===== src/rtl/sram_axi_bridge.sv =====
// Bridges the core's inst (read-only) and data (read/write) sram ports onto one
// single-beat AXI4 master: one outstanding read, one outstanding write.
//
// state  | meaning
// R_IDLE | no read in flight; selects the next pending port (data before inst)
// R_AR   | AR channel valid, waiting for arready
// R_WAIT | rready high, waiting for the single R beat
// W_IDLE | no write in flight; accepts d_wr_en
// W_REQ  | AW and W valid, each dropped on its own handshake
// W_RESP | bready high, waiting for B
module sram_axi_bridge #(
  parameter int ADDR_WIDTH = 32,
  parameter int DATA_WIDTH = 32,
  parameter int ID_WIDTH   = 4
) (
  input  logic                  clock,
  input  logic                  reset,

  input  logic                  i_rd_en,
  input  logic [ADDR_WIDTH-1:0] i_rd_addr,
  input  logic                  i_cancel_rd,
  output logic [DATA_WIDTH-1:0] i_rd_data,
  output logic                  i_rd_valid,

  input  logic                  d_rd_en,
  input  logic [ADDR_WIDTH-1:0] d_rd_addr,
  input  logic                  d_cancel_rd,
  output logic [DATA_WIDTH-1:0] d_rd_data,
  output logic                  d_rd_valid,

  input  logic                  d_wr_en,
  input  logic [ADDR_WIDTH-1:0] d_wr_addr,
  input  logic [DATA_WIDTH-1:0] d_wr_data,
  input  logic [3:0]            d_wr_mask,
  output logic                  d_wr_busy,

  output logic [ID_WIDTH-1:0]   arid,
  output logic [ADDR_WIDTH-1:0] araddr,
  output logic [7:0]            arlen,
  output logic [2:0]            arsize,
  output logic [1:0]            arburst,
  output logic                  arvalid,
  input  logic                  arready,

  input  logic [ID_WIDTH-1:0]   rid,
  input  logic [DATA_WIDTH-1:0] rdata,
  input  logic [1:0]            rresp,
  input  logic                  rlast,
  input  logic                  rvalid,
  output logic                  rready,

  output logic [ID_WIDTH-1:0]   awid,
  output logic [ADDR_WIDTH-1:0] awaddr,
  output logic [7:0]            awlen,
  output logic [2:0]            awsize,
  output logic [1:0]            awburst,
  output logic                  awvalid,
  input  logic                  awready,

  output logic [DATA_WIDTH-1:0] wdata,
  output logic [3:0]            wstrb,
  output logic                  wlast,
  output logic                  wvalid,
  input  logic                  wready,

  input  logic [ID_WIDTH-1:0]   bid,
  input  logic [1:0]            bresp,
  input  logic                  bvalid,
  output logic                  bready
);

  typedef enum logic [1:0] {R_IDLE, R_AR, R_WAIT} r_state_t;
  typedef enum logic [1:0] {W_IDLE, W_REQ, W_RESP} w_state_t;

  r_state_t r_state, r_state_nxt;
  w_state_t w_state, w_state_nxt;

  logic                  r_sel, r_sel_nxt;
  logic [ADDR_WIDTH-1:0] ar_addr_q, ar_addr_nxt;

  logic                  i_pend, d_pend;
  logic [ADDR_WIDTH-1:0] i_addr_q, d_addr_q;
  logic                  i_cxl, d_cxl;
  logic                  i_out, d_out;
  logic                  i_want, d_want, d_ok;
  logic                  r_done;

  logic                  aw_done, w_done;
  logic [ADDR_WIDTH-1:0] aw_addr_q;
  logic [DATA_WIDTH-1:0] w_data_q;
  logic [3:0]            w_strb_q;

  logic                  unused_resp;

  assign unused_resp = ^{rid, rresp, rlast, bid, bresp};

  // ---------------------------------------------------------------- read side
  assign i_out  = (r_state != R_IDLE) && !r_sel;
  assign d_out  = (r_state != R_IDLE) && r_sel;
  assign r_done = (r_state == R_WAIT) && rvalid;

  // Data reads wait for the write path to be idle and not accepting, so a read
  // can never overtake a write to the same address.
  assign d_ok   = (w_state == W_IDLE) && !d_wr_en;
  assign i_want = (i_pend && !i_cancel_rd) || (!i_pend && i_rd_en);
  assign d_want = d_ok && ((d_pend && !d_cancel_rd) || (!d_pend && d_rd_en));

  always_ff @(posedge clock) begin
    if (reset) begin
      r_state   <= R_IDLE;
      r_sel     <= 1'b0;
      ar_addr_q <= '0;
    end else begin
      r_state   <= r_state_nxt;
      r_sel     <= r_sel_nxt;
      ar_addr_q <= ar_addr_nxt;
    end
  end

  always_comb begin
    r_state_nxt = r_state;
    r_sel_nxt   = r_sel;
    ar_addr_nxt = ar_addr_q;
    case (r_state)
      R_IDLE: begin
        if (d_want) begin
          r_state_nxt = R_AR;
          r_sel_nxt   = 1'b1;
          ar_addr_nxt = d_pend ? d_addr_q : d_rd_addr;
        end else if (i_want) begin
          r_state_nxt = R_AR;
          r_sel_nxt   = 1'b0;
          ar_addr_nxt = i_pend ? i_addr_q : i_rd_addr;
        end
      end
      R_AR:    if (arready) r_state_nxt = R_WAIT;
      R_WAIT:  if (rvalid)  r_state_nxt = R_IDLE;
      default: r_state_nxt = R_IDLE;
    endcase
  end

  always_comb begin
    arvalid = (r_state == R_AR);
    rready  = (r_state == R_WAIT);
    arid    = arvalid ? ID_WIDTH'(r_sel) : '0;
    araddr  = ar_addr_q;
    arlen   = 8'd0;
    arsize  = arvalid ? 3'd2  : 3'd0;
    arburst = arvalid ? 2'b01 : 2'b00;
  end

  // Pending covers both "waiting for the bus" and "outstanding on the bus".
  always_ff @(posedge clock) begin
    if (reset) begin
      i_pend   <= 1'b0;
      i_addr_q <= '0;
      i_cxl    <= 1'b0;
    end else begin
      if (!i_pend) begin
        if (i_rd_en) begin
          i_pend   <= 1'b1;
          i_addr_q <= i_rd_addr;
        end
      end else if (i_cancel_rd && !i_out) begin
        i_pend <= 1'b0;
      end else if (r_done && !r_sel) begin
        i_pend <= 1'b0;
      end
      if (r_done && !r_sel)
        i_cxl <= 1'b0;
      else if (i_cancel_rd && i_out)
        i_cxl <= 1'b1;
    end
  end

  always_ff @(posedge clock) begin
    if (reset) begin
      d_pend   <= 1'b0;
      d_addr_q <= '0;
      d_cxl    <= 1'b0;
    end else begin
      if (!d_pend) begin
        if (d_rd_en) begin
          d_pend   <= 1'b1;
          d_addr_q <= d_rd_addr;
        end
      end else if (d_cancel_rd && !d_out) begin
        d_pend <= 1'b0;
      end else if (r_done && r_sel) begin
        d_pend <= 1'b0;
      end
      if (r_done && r_sel)
        d_cxl <= 1'b0;
      else if (d_cancel_rd && d_out)
        d_cxl <= 1'b1;
    end
  end

  // A cancel arriving in the same cycle as the R beat still suppresses delivery.
  always_ff @(posedge clock) begin
    if (reset) begin
      i_rd_data  <= '0;
      i_rd_valid <= 1'b0;
      d_rd_data  <= '0;
      d_rd_valid <= 1'b0;
    end else begin
      i_rd_valid <= r_done && !r_sel && !(i_cxl || i_cancel_rd);
      d_rd_valid <= r_done && r_sel && !(d_cxl || d_cancel_rd);
      if (r_done && !r_sel && !(i_cxl || i_cancel_rd))
        i_rd_data <= rdata;
      if (r_done && r_sel && !(d_cxl || d_cancel_rd))
        d_rd_data <= rdata;
    end
  end

  // --------------------------------------------------------------- write side
  always_ff @(posedge clock) begin
    if (reset) begin
      w_state   <= W_IDLE;
      aw_done   <= 1'b0;
      w_done    <= 1'b0;
      aw_addr_q <= '0;
      w_data_q  <= '0;
      w_strb_q  <= '0;
    end else begin
      w_state <= w_state_nxt;
      if (w_state == W_IDLE && d_wr_en) begin
        aw_addr_q <= d_wr_addr;
        w_data_q  <= d_wr_data;
        w_strb_q  <= d_wr_mask;
        aw_done   <= 1'b0;
        w_done    <= 1'b0;
      end else if (w_state == W_REQ) begin
        if (awvalid && awready) aw_done <= 1'b1;
        if (wvalid && wready)   w_done  <= 1'b1;
      end
    end
  end

  always_comb begin
    w_state_nxt = w_state;
    case (w_state)
      W_IDLE:  if (d_wr_en) w_state_nxt = W_REQ;
      W_REQ:   if ((aw_done || awready) && (w_done || wready)) w_state_nxt = W_RESP;
      W_RESP:  if (bvalid) w_state_nxt = W_IDLE;
      default: w_state_nxt = W_IDLE;
    endcase
  end

  always_comb begin
    awvalid   = (w_state == W_REQ) && !aw_done;
    wvalid    = (w_state == W_REQ) && !w_done;
    bready    = (w_state == W_RESP);
    d_wr_busy = (w_state != W_IDLE);
    awid      = ID_WIDTH'(awvalid);
    awaddr    = aw_addr_q;
    awlen     = 8'd0;
    awsize    = awvalid ? 3'd2  : 3'd0;
    awburst   = awvalid ? 2'b01 : 2'b00;
    wdata     = w_data_q;
    wstrb     = w_strb_q;
    wlast     = wvalid;
  end

endmodule


===== config.mk =====
export PLATFORM = sky130hd
export DESIGN_NAME = sram_axi_bridge
export DESIGN_NICKNAME = d
export VERILOG_FILES = /design/src/rtl/sram_axi_bridge.sv
export SDC_FILE = /design/constraint.sdc
export NUM_CORES = 1
export LEC_CHECK = 0
export BUFFER_PORTS_ARGS = -buffer_cell sky130_fd_sc_hd__buf_2
export CAP_MARGIN = 40
export CORE_AREA = 2 2 154 156
export DETAILED_ROUTE_END_ITERATION = 7
export DIE_AREA = 0 0 156 158
export HOLD_SLACK_MARGIN = 0.08
export PLACE_DENSITY = 0.75
export RECOVER_POWER = 50
export SLEW_MARGIN = 20
export SYNTH_ARGS = -nofsm -noshare
export SYNTH_HDL_FRONTEND = slang
export SYNTH_SLANG_ARGS = --single-unit

===== constraint.sdc =====
create_clock -name clock -period 1.85 [get_ports clock]
set_clock_uncertainty 0.15 [all_clocks]
set_input_delay 0.185 -clock clock [delete_from_list [all_inputs] [get_ports clock]]
set_output_delay 0.185 -clock clock [all_outputs]
set_load 0.03 [all_outputs]

==> reports/qor.yml <==
grt_antenna_before_repair: 3
synth_mux_area_frac: 0.0848
mostFrequentLayoutCells: "nand2_1 (412), dfxtp_1 (236), a21oi_1 (202)"
die_w_um: 156
htree_num_levels: 1
regArea_um2: 4840
firstDrtPassIters: 5
die-area_um2: 24600
grt_pass1_wl_um: 51400
outcome: "finished with violations"
syn_avg_cell_area_um2: 8.20
p_leak_nw: 5.78
syn_inst: 1208
drv_slew: 0
hp-class: "in -> reg"
core_area_um2: 23100
grt_max_degree: 90
place_area_um2: 12000
fillCellCount: 1877
hold_viol_final: 0
drv_cap: 0
synthAdderAreaFrac: 0
yosys-top-cells-area: "dfxtp_1 (49%), nand2_1 (16%), a21oi_1 (10%)"
cts.sinks: 241
synth-simple-area-share: 0.197
synth.yosys.seq_area_share: 0.487
via_per_inst: 5.21
wire_per_inst_um: 17.1
wl_um: 34300
p_per_area_nw_per_um2: 943
crit_path_end_kind: "register"
start_kind: "input pin"
netlist_area_um2: 9910
critPathKind: "in -> reg"
io_pins: 396
synth.distinct_cells: 39
yosys_warnings: 0
insertion_delay_ns: 0.53
synth_top_cell_area_share: 0.487
portBuffers: 354
clk_root_buffer_cell: "clkbuf_16"
dp_hpwl_um: 20500
violations: "setup timing"
cp-endpoint: "araddr[2]"
rsz0062_at_grt: "true"
overflow: 0
slew_headroom: 0.621
fin_area_um2: 14500
critPathRequiredTime_ns: 2.14
stdcell_count: 2005
final_util: 0.630
worstPathMaxFanout: 15
drive_gt1_frac: 0.200
period_share: 1.00
yosys_register_bits: 241
finalNetCount: 1886
setup_viol: 1
die_h_um: 158
worst_hold_slack_ns: 0.167
power.total_mw: 13.7
drc: 0
tightest_slew_ns: 0.569
routabilityCongestion: 0.791
drt_iter0_markers: 682
timing.rr.start: "d_pend"
crit_start: "d_cancel_rd"
path_clk_slew_ns: 0.06
cts_made_buffers: 27
finalWorstSetupSlack_ns: -0.00428
ant_nets: 0
vdd_drop_max_uv: 652
timing.fmax_mhz: 539
start_util: 0.430
synth_top_family_by_area: "simple AND/OR/NAND/NOR gates"
cts_tree: "yes"
rows: 56
grt_use_total: 0.260
synth_largest_area_cell: "dfxtp_1"
clockBufferDepth: 3
synth-compound-area-share: 0.162
rrSetupSlack_ns: -0.004
dr_total_vias: 10400
synthToLayoutAreaGrowth_pct: 46.6
synth_xor_area_frac: 0
tns_ns: -0.00428
fin_crit_ns: 1.85
reg2regPathDepth: 4
place_ws_ns: 0.00621
rr_endpoint: "araddr[2]"
layout_commonest_cell: "nand2_1"
grt_pass1_vias: 10300
multi_input_area_um2: 4640
arrival_ns: 2.14
place_inst: 1781
[flip-flops by register name (all words and copies together), names as in the netlist, 4 cells and up]
register and count:
i_rd_data 32, d_rd_data 32, awaddr 32, wdata 32, d_addr_q 32, wstrb 4, araddr 32, i_addr_q 32
[power breakdown]
group / total [mW] / switching [mW] / internal, mW
logic: 2.71 / 1.64 / 1.07
registers: 5.70 / 0.196 / 5.51
clock network: 5.29 / 2.09 / 3.20
[worst min-delay path by stage]
stage          cells past startpoint     startpoint            to  slack, ns
3_3_place_gp                       3   d_wr_addr[4]     awaddr[4]       0.27
3_5_place_dp                       3  d_wr_data[10]     wdata[10]       0.28
2_1_floorplan                      2  d_rd_addr[10]  d_addr_q[10]       0.17
6_report                           5        d_rd_en  d_addr_q[10]       0.17
4_1_cts                            5        d_rd_en  d_addr_q[29]       0.14
5_1_grt                            5        d_rd_en  d_addr_q[15]       0.17
[cell families (layout without fill, tap and decap cells)]
| family | Yosys count | in the layout |
|---|---|---|
| AO/OA/AOI/OAI | 267 | 267 |
| buffers and inverters | 136 | 612 |
| flip-flops | 241 | 241 |
| multiplexers | 80 | 80 |
| other | 1 | 32 |
| AND/OR/NAND/NOR | 483 | 483 |
[layer usage]
layer	up-vias	global-route usage	routed length [um]
li1	4948	-	-
met1	4868	0.300	13300
met2	503	0.444	16600
met3	123	0.0660	2760
met4	0	0.138	1680
met5	-	0	0
[Yosys cell counts]
cell and count:
nand4bb_1 1, buf_1 10, conb_1 1, nor4_1 1, mux2_2 32, buf_4 34
nand4b_1 1, o211ai_1 6, a2bb2oi_1 1, a211o_2 1, nor2_2 1, nor2_1 14
nand2b_4 1, nor3b_1 1, o221ai_1 1, and2_1 1, clkbuf_1 74, a31oi_1 19
o221a_2 18, inv_1 4, or3_1 2, or2_2 1, dfxtp_1 241, mux2i_1 48
o211ai_2 10, buf_6 5, a21oi_4 1, nand2b_1 5, buf_2 9, nand2_1 412
o21ai_0 5, a21oi_1 202, nor2b_1 21, a211o_4 1, a211o_1 1, o21a_1 1
nand3_1 15, nor3_1 3, and3_1 3
[worst max-delay path, cell delays in order]
cell           delay, ns
dlygate4sd3_1       0.55
buf_2               0.13
nand2b_1            0.14
a211o_4             0.39
a211o_4             0.45
o211ai_1            0.28
[layout make-up]
type	instances	area share
clock inverters	5	0.00560
well taps	290	0.0250
repair buffers	565	0.261
diodes	4	0.000689
inverters	4	0.00103
multi-input cells	858	0.319
clock buffers	38	0.0542
flip-flops and latches	241	0.333
[timing repair]
item | CTS | global route
endpoints found under the setup margin | 14 | 10
gates resized for setup | 14 | 22
pin swaps | 1 | 1
setup buffers | 0 | 1
endpoints found under the hold margin | 241 | 0
hold buffers | 176 | 0
No activity file was read; power rests on OpenSTA's default activity.
